**src/rtl/jump_monitor_pkg.sv**
```systemverilog
// jump_monitor_pkg: shared state encoding and constants for the jump monitor.
//   COUNT_W      width of the upstream counter samples
//   LOCK_LEN_DEF default number of consecutive +1 steps needed to lock
//   state_t      monitor FSM states
package jump_monitor_pkg;
    localparam int COUNT_W = 4;
    localparam int LOCK_LEN_DEF = 4;
    typedef enum logic [1:0] {ACQUIRE, HUNT, LOCKED} state_t;
endpackage

```
**src/rtl/jump_monitor_sat_counter.sv**
```systemverilog
// sat_counter: saturating up-counter with synchronous clear (clear beats increment).
//   clk, reset  clock and synchronous active-high reset
//   inc         increment request
//   clr         synchronous clear, higher priority than inc
//   count       current value, sticks at all-ones
module sat_counter #(
    parameter int W = 8
) (
    input  logic         clk,
    input  logic         reset,
    input  logic         inc,
    input  logic         clr,
    output logic [W-1:0] count
);
    always_ff @(posedge clk)
        if (reset || clr) count <= '0;
        else if (inc && count != '1) count <= count + 1'b1;
endmodule

```
**src/rtl/jump_monitor.sv**
```systemverilog
// jump_monitor: watches a 4-bit counter stream, tracks lock on +1 steps and flags jumps.
//   clk, reset   clock and synchronous active-high reset
//   count_in     upstream counter sample, valid when sample_en=1
//   sample_en    sample qualifier
//   clear        clears jump_total and jump_seen only
//   jump_pulse   one-cycle pulse, registered, the cycle after a jump is sampled
//   jump_from    previous sample at the most recent jump
//   jump_to      offending sample at the most recent jump
//   jump_total   saturating jump count
//   in_lock      high while locked
//   jump_seen    sticky flag set by a jump, cleared by clear or reset
module jump_monitor
    import jump_monitor_pkg::*;
#(
    parameter int LOCK_LEN = LOCK_LEN_DEF,
    parameter int TOT_W = 8
) (
    input  logic               clk,
    input  logic               reset,
    input  logic [COUNT_W-1:0] count_in,
    input  logic               sample_en,
    input  logic               clear,
    output logic               jump_pulse,
    output logic [COUNT_W-1:0] jump_from,
    output logic [COUNT_W-1:0] jump_to,
    output logic [TOT_W-1:0]   jump_total,
    output logic               in_lock,
    output logic               jump_seen
);
    state_t state, state_n;
    logic [COUNT_W-1:0] prev, prev_n;
    logic [3:0] run, run_n;
    logic step, hold, jump_det;
    always_comb begin
        step = count_in == COUNT_W'(prev + 1'b1);
        hold = count_in == prev;
        state_n = state;
        run_n = run;
        prev_n = prev;
        jump_det = 1'b0;
        if (sample_en) begin
            prev_n = count_in;
            case (state)
                ACQUIRE: begin
                    run_n = '0;
                    state_n = HUNT;
                end
                HUNT: begin
                    if (step) begin
                        run_n = run + 4'd1;
                        state_n = (run_n == 4'(LOCK_LEN)) ? LOCKED : HUNT;
                    end else if (!hold) begin
                        jump_det = 1'b1;
                        run_n = '0;
                    end
                end
                LOCKED: begin
                    if (!step && !hold) begin
                        jump_det = 1'b1;
                        run_n = '0;
                        state_n = HUNT;
                    end
                end
                default: state_n = ACQUIRE;
            endcase
        end
    end
    always_ff @(posedge clk) begin
        if (reset) begin
            state <= ACQUIRE;
            run <= '0;
            prev <= '0;
            jump_pulse <= 1'b0;
            jump_from <= '0;
            jump_to <= '0;
            jump_seen <= 1'b0;
        end else begin
            state <= state_n;
            run <= run_n;
            prev <= prev_n;
            jump_pulse <= jump_det;
            if (jump_det) begin
                jump_from <= prev;
                jump_to <= count_in;
            end
            // clear wins over a simultaneous jump
            if (clear) jump_seen <= 1'b0;
            else if (jump_det) jump_seen <= 1'b1;
        end
    end
    assign in_lock = state == LOCKED;
    sat_counter #(.W(TOT_W)) u_total (
        .clk(clk),
        .reset(reset),
        .inc(jump_det),
        .clr(clear),
        .count(jump_total)
    );
endmodule

```
**config.mk**
```make
export PLATFORM = sky130hd
export DESIGN_NAME = jump_monitor
export DESIGN_NICKNAME = d
export VERILOG_FILES = /design/src/rtl/jump_monitor_pkg.sv /design/src/rtl/jump_monitor_sat_counter.sv /design/src/rtl/jump_monitor.sv
export SDC_FILE = /design/constraint.sdc
export NUM_CORES = 1
export LEC_CHECK = 0
export ABC_AREA = 1
export CAP_MARGIN = 10
export CORE_ASPECT_RATIO = 0.6
export CORE_UTILIZATION = 48
export DETAILED_ROUTE_END_ITERATION = 6
export PLACE_DENSITY = 0.76
export RECOVER_POWER = 25
export SLEW_MARGIN = 20
export SYNTH_ARGS = -nofsm -noshare
export SYNTH_HDL_FRONTEND = slang
export SYNTH_SLANG_ARGS = --single-unit
```
**constraint.sdc**
```tcl
create_clock -name clk -period 1.68 [get_ports clk]
set_input_delay 0.252 -clock clk [delete_from_list [all_inputs] [get_ports clk]]
set_output_delay 0.252 -clock clk [all_outputs]
set_load 0.1 [all_outputs]
```
==> flow_summary.ini <==
[run_status]
outcome = finished, final reports clean

[route]
drt-vias-per-instance = 5.05
antenna_left = 0
route.detailed.drc = 0
wl_per_cell_microns = 13.1
num_vias = 1501
drtIter0Drc = 61
drtPass1Iterations = 4
wirelength_microns = 3910

[yosys]
synth_top_cell_area_share = 0.334
async_reset_ff_frac = 0
yosys.cell_count.top_type = nand2_1
synth_top_family_by_area = simple AND/OR/NAND/NOR gates
synth_mux_area_frac = 0
synth_compound_area_frac = 0.0985
synth_warnings = 0
synth_edf_count = 0
yosysTopAreaCell = dfxtp_1
syn_area_sq_um = 1680
yosys-top-cells-count = nand2_1 (37), dfxtp_1 (28), nor2_1 (24)
yosys_register_bits = 28
synth.area.top_cells = dfxtp_1 (33%), nand2_1 (8.3%), nor2_1 (5.4%), ha_1 (5.2%), inv_1 (5.1%)
synth_fa_ha_area_frac = 0.0522
ys.flop_type = dfxtp_1
postSynthCellCount = 217
synth_xor_area_frac = 0.0522
ys_seq_area_frac = 0.334
syn_area_per_cell_sq_um = 7.73
ys_types = 30
syn-num-nets = 232
yosys.area_share.simple = 0.369

[global_route]
use_met2 = 0.346
grt_pass1_vias = 1325
use_met3 = 0.0457
overflow = 0
antenna_found_initial = 0
grt_use_total = 0.220
grt_first_pass_wirelength_microns = 6250
busiest_layer = met2
grt_start_max_net_pins = 17
global_route.usage.met1 = 0.319

[clock_network]
cts_tree = done
clk_pin_slew_ns = 0.10
cts_buffer_depth = 2
postCtsHoldBufs = 0
cts_buffers = 3
clockRootBuffer = clkbuf_8
clkLatencyLatePin_ns = 0.28
htree_levels = 1
cts_sinks = 28

[timing]
worst_hold_slack_ns = 0.300
finalCritPeriodShare = 0.981
maxSlewViolCount = 0
hold_violations = 0
layout_setup_ws_ns = 0.0325
timing.fmax_mhz = 607
rsz0062_at_grt = true
worst_pin_slew_ns = 0.553
clock_skew_ns = 0.00520
slew_headroom = 0.633
layout_min_cycle_time_ns = 1.65
setup_viol = 0

[placement]
gp_congestion = 0.759
pre_cts_slack_ns = -0.220
hpwlAfterDp_microns = 2900
port_buffers = 26

[floorplan]
fp.dieW_microns = 78.3
die-area_sq_um = 3740
ios = 27
rows = 16
start_util = 0.508
coreArea_sq_um = 3300
die_y_microns = 47.8

[power]
power_density_nw_per_um2 = 743
power.share.sequential = 0.426
clock_power_share = 0.284
leakage_nw = 0.939
ir_drop_mv = 0.512
combPwrFrac = 0.290
swShare = 0.339
switching_power_mw = 0.577
intPower_mw = 1.12

[critical_path]
slowest_stage = dfxtp_2
max_stage_delay_ns = 0.35
required_ns = 1.86
setup.worst_path.end_class = flop
critPathKind = reg2reg
crit_fanout = 6
arrival_ns = 1.83
path_cells = ha_4, xor2_2, nor2_2, nand3_4, nand2_4, nand2_4, nand3_4, nand2_2, nand2_2, nor2_2
startpoint_type = flop

[min_path]
holdCritPathClass = in2reg

[layout]
nNetsFinal = 268
num_antenna_cells = 0
fillerInstances = 262
drive_gt1_frac = 0.369
syn2layout_area_growth_pct = 36.6
ff_latch_area_sq_um = 578
multiInputGateArea_sq_um = 1060

[run]
max_cap_viol_count = 0
-- sequential cells by signal (all words and copies together), names as in the netlist --
| signal | cells |
|---|---|
| jump_from | 4 |
| jump_seen | 1 |
| run | 4 |
| prev | 4 |
| jump_to | 4 |
| state | 2 |
| u_total.count | 8 |
| jump_pulse | 1 |
-- per-stage QoR --
stage	power [mW]	utilization	cell area [sq um]	setup TNS, ns	instances
floorplan	1.08	-	1730	0	217
global placement	1.20	0.684	2260	-3.26	292
detailed placement	1.21	0.684	2260	-3.89	292
CTS	1.69	0.706	2330	0	296
global route	1.79	0.694	2290	-0.379	297
finish	1.70	0.694	2290	0	297
-- area by class of cell --
cell class / instances / area share
clock buffers: 4 / 0.0289
inverters: 28 / 0.0492
multi-input cells: 157 / 0.462
flip-flops and latches: 28 / 0.252
well taps: 45 / 0.0246
repair buffers: 35 / 0.183
-- cells by family after synthesis --
kind of cell / after synthesis
xor gates and xnor gates: 10
DFF: 28
adders and majority gates: 7
buffers and inverters: 33
AOI/OAI and AO/OA: 26
and+or+nand+nor: 113
-- final timing paths --
kind | start | endpoint | slack, ns | cells after the start
worst max-delay path | prev[1] | run[0] | 0.03 | 10
worst min-delay path | count_in[3] | prev[3] | 0.30 | 3
worst max register to register | prev[1] | run[0] | 0.03 | 10
worst min register to register | jump_seen | jump_seen | 0.45 | 2
-- routing by layer --
layer  vias up  share of wire
met4         0         0.0028
met1       675           0.50
met5         -              0
met2        50           0.43
li1        773              -
met3         3          0.069
-- power groups by stage --
stage                     Clock (mW)  Combinational, mW  Sequential [mW]
after CTS                      0.494              0.473            0.725
after global placement             0              0.459            0.738
after detailed placement           0              0.466            0.739
after floorplan                    0              0.288            0.791
after global routing           0.525              0.537            0.730
final                          0.484              0.494            0.724
-- repair_timing --
item	CTS	global route
buffers inserted	0	0
pin swaps	0	6
cloned	0	1
gates resized for setup	2	14
setup endpoints to repair	9	20
-- layout by cell type (no fill, tap or decap), drive strengths merged, types with 4 or more instances in the layout --
cell	n
nand2	51
dfxtp	28
inv	27
nor2	25
nand3	25
buf	21
a21oi	19
clkbuf	11
nand4	10
ha	7
clkdlybuf4s50	6
xor2	6
o21ai	6
xnor2	4
-- worst max-delay path: cells and delay by family, from the launching register on --
| kind | cells | cell delay [ns] |
|---|---|---|
| DFF | 1 | 0.35 |
| xor gates and xnor gates | 1 | 0.15 |
| and+or+nand+nor | 8 | 0.81 |
| adders and majority gates | 1 | 0.24 |
Note: power is estimated with default switching activity, not from simulation.
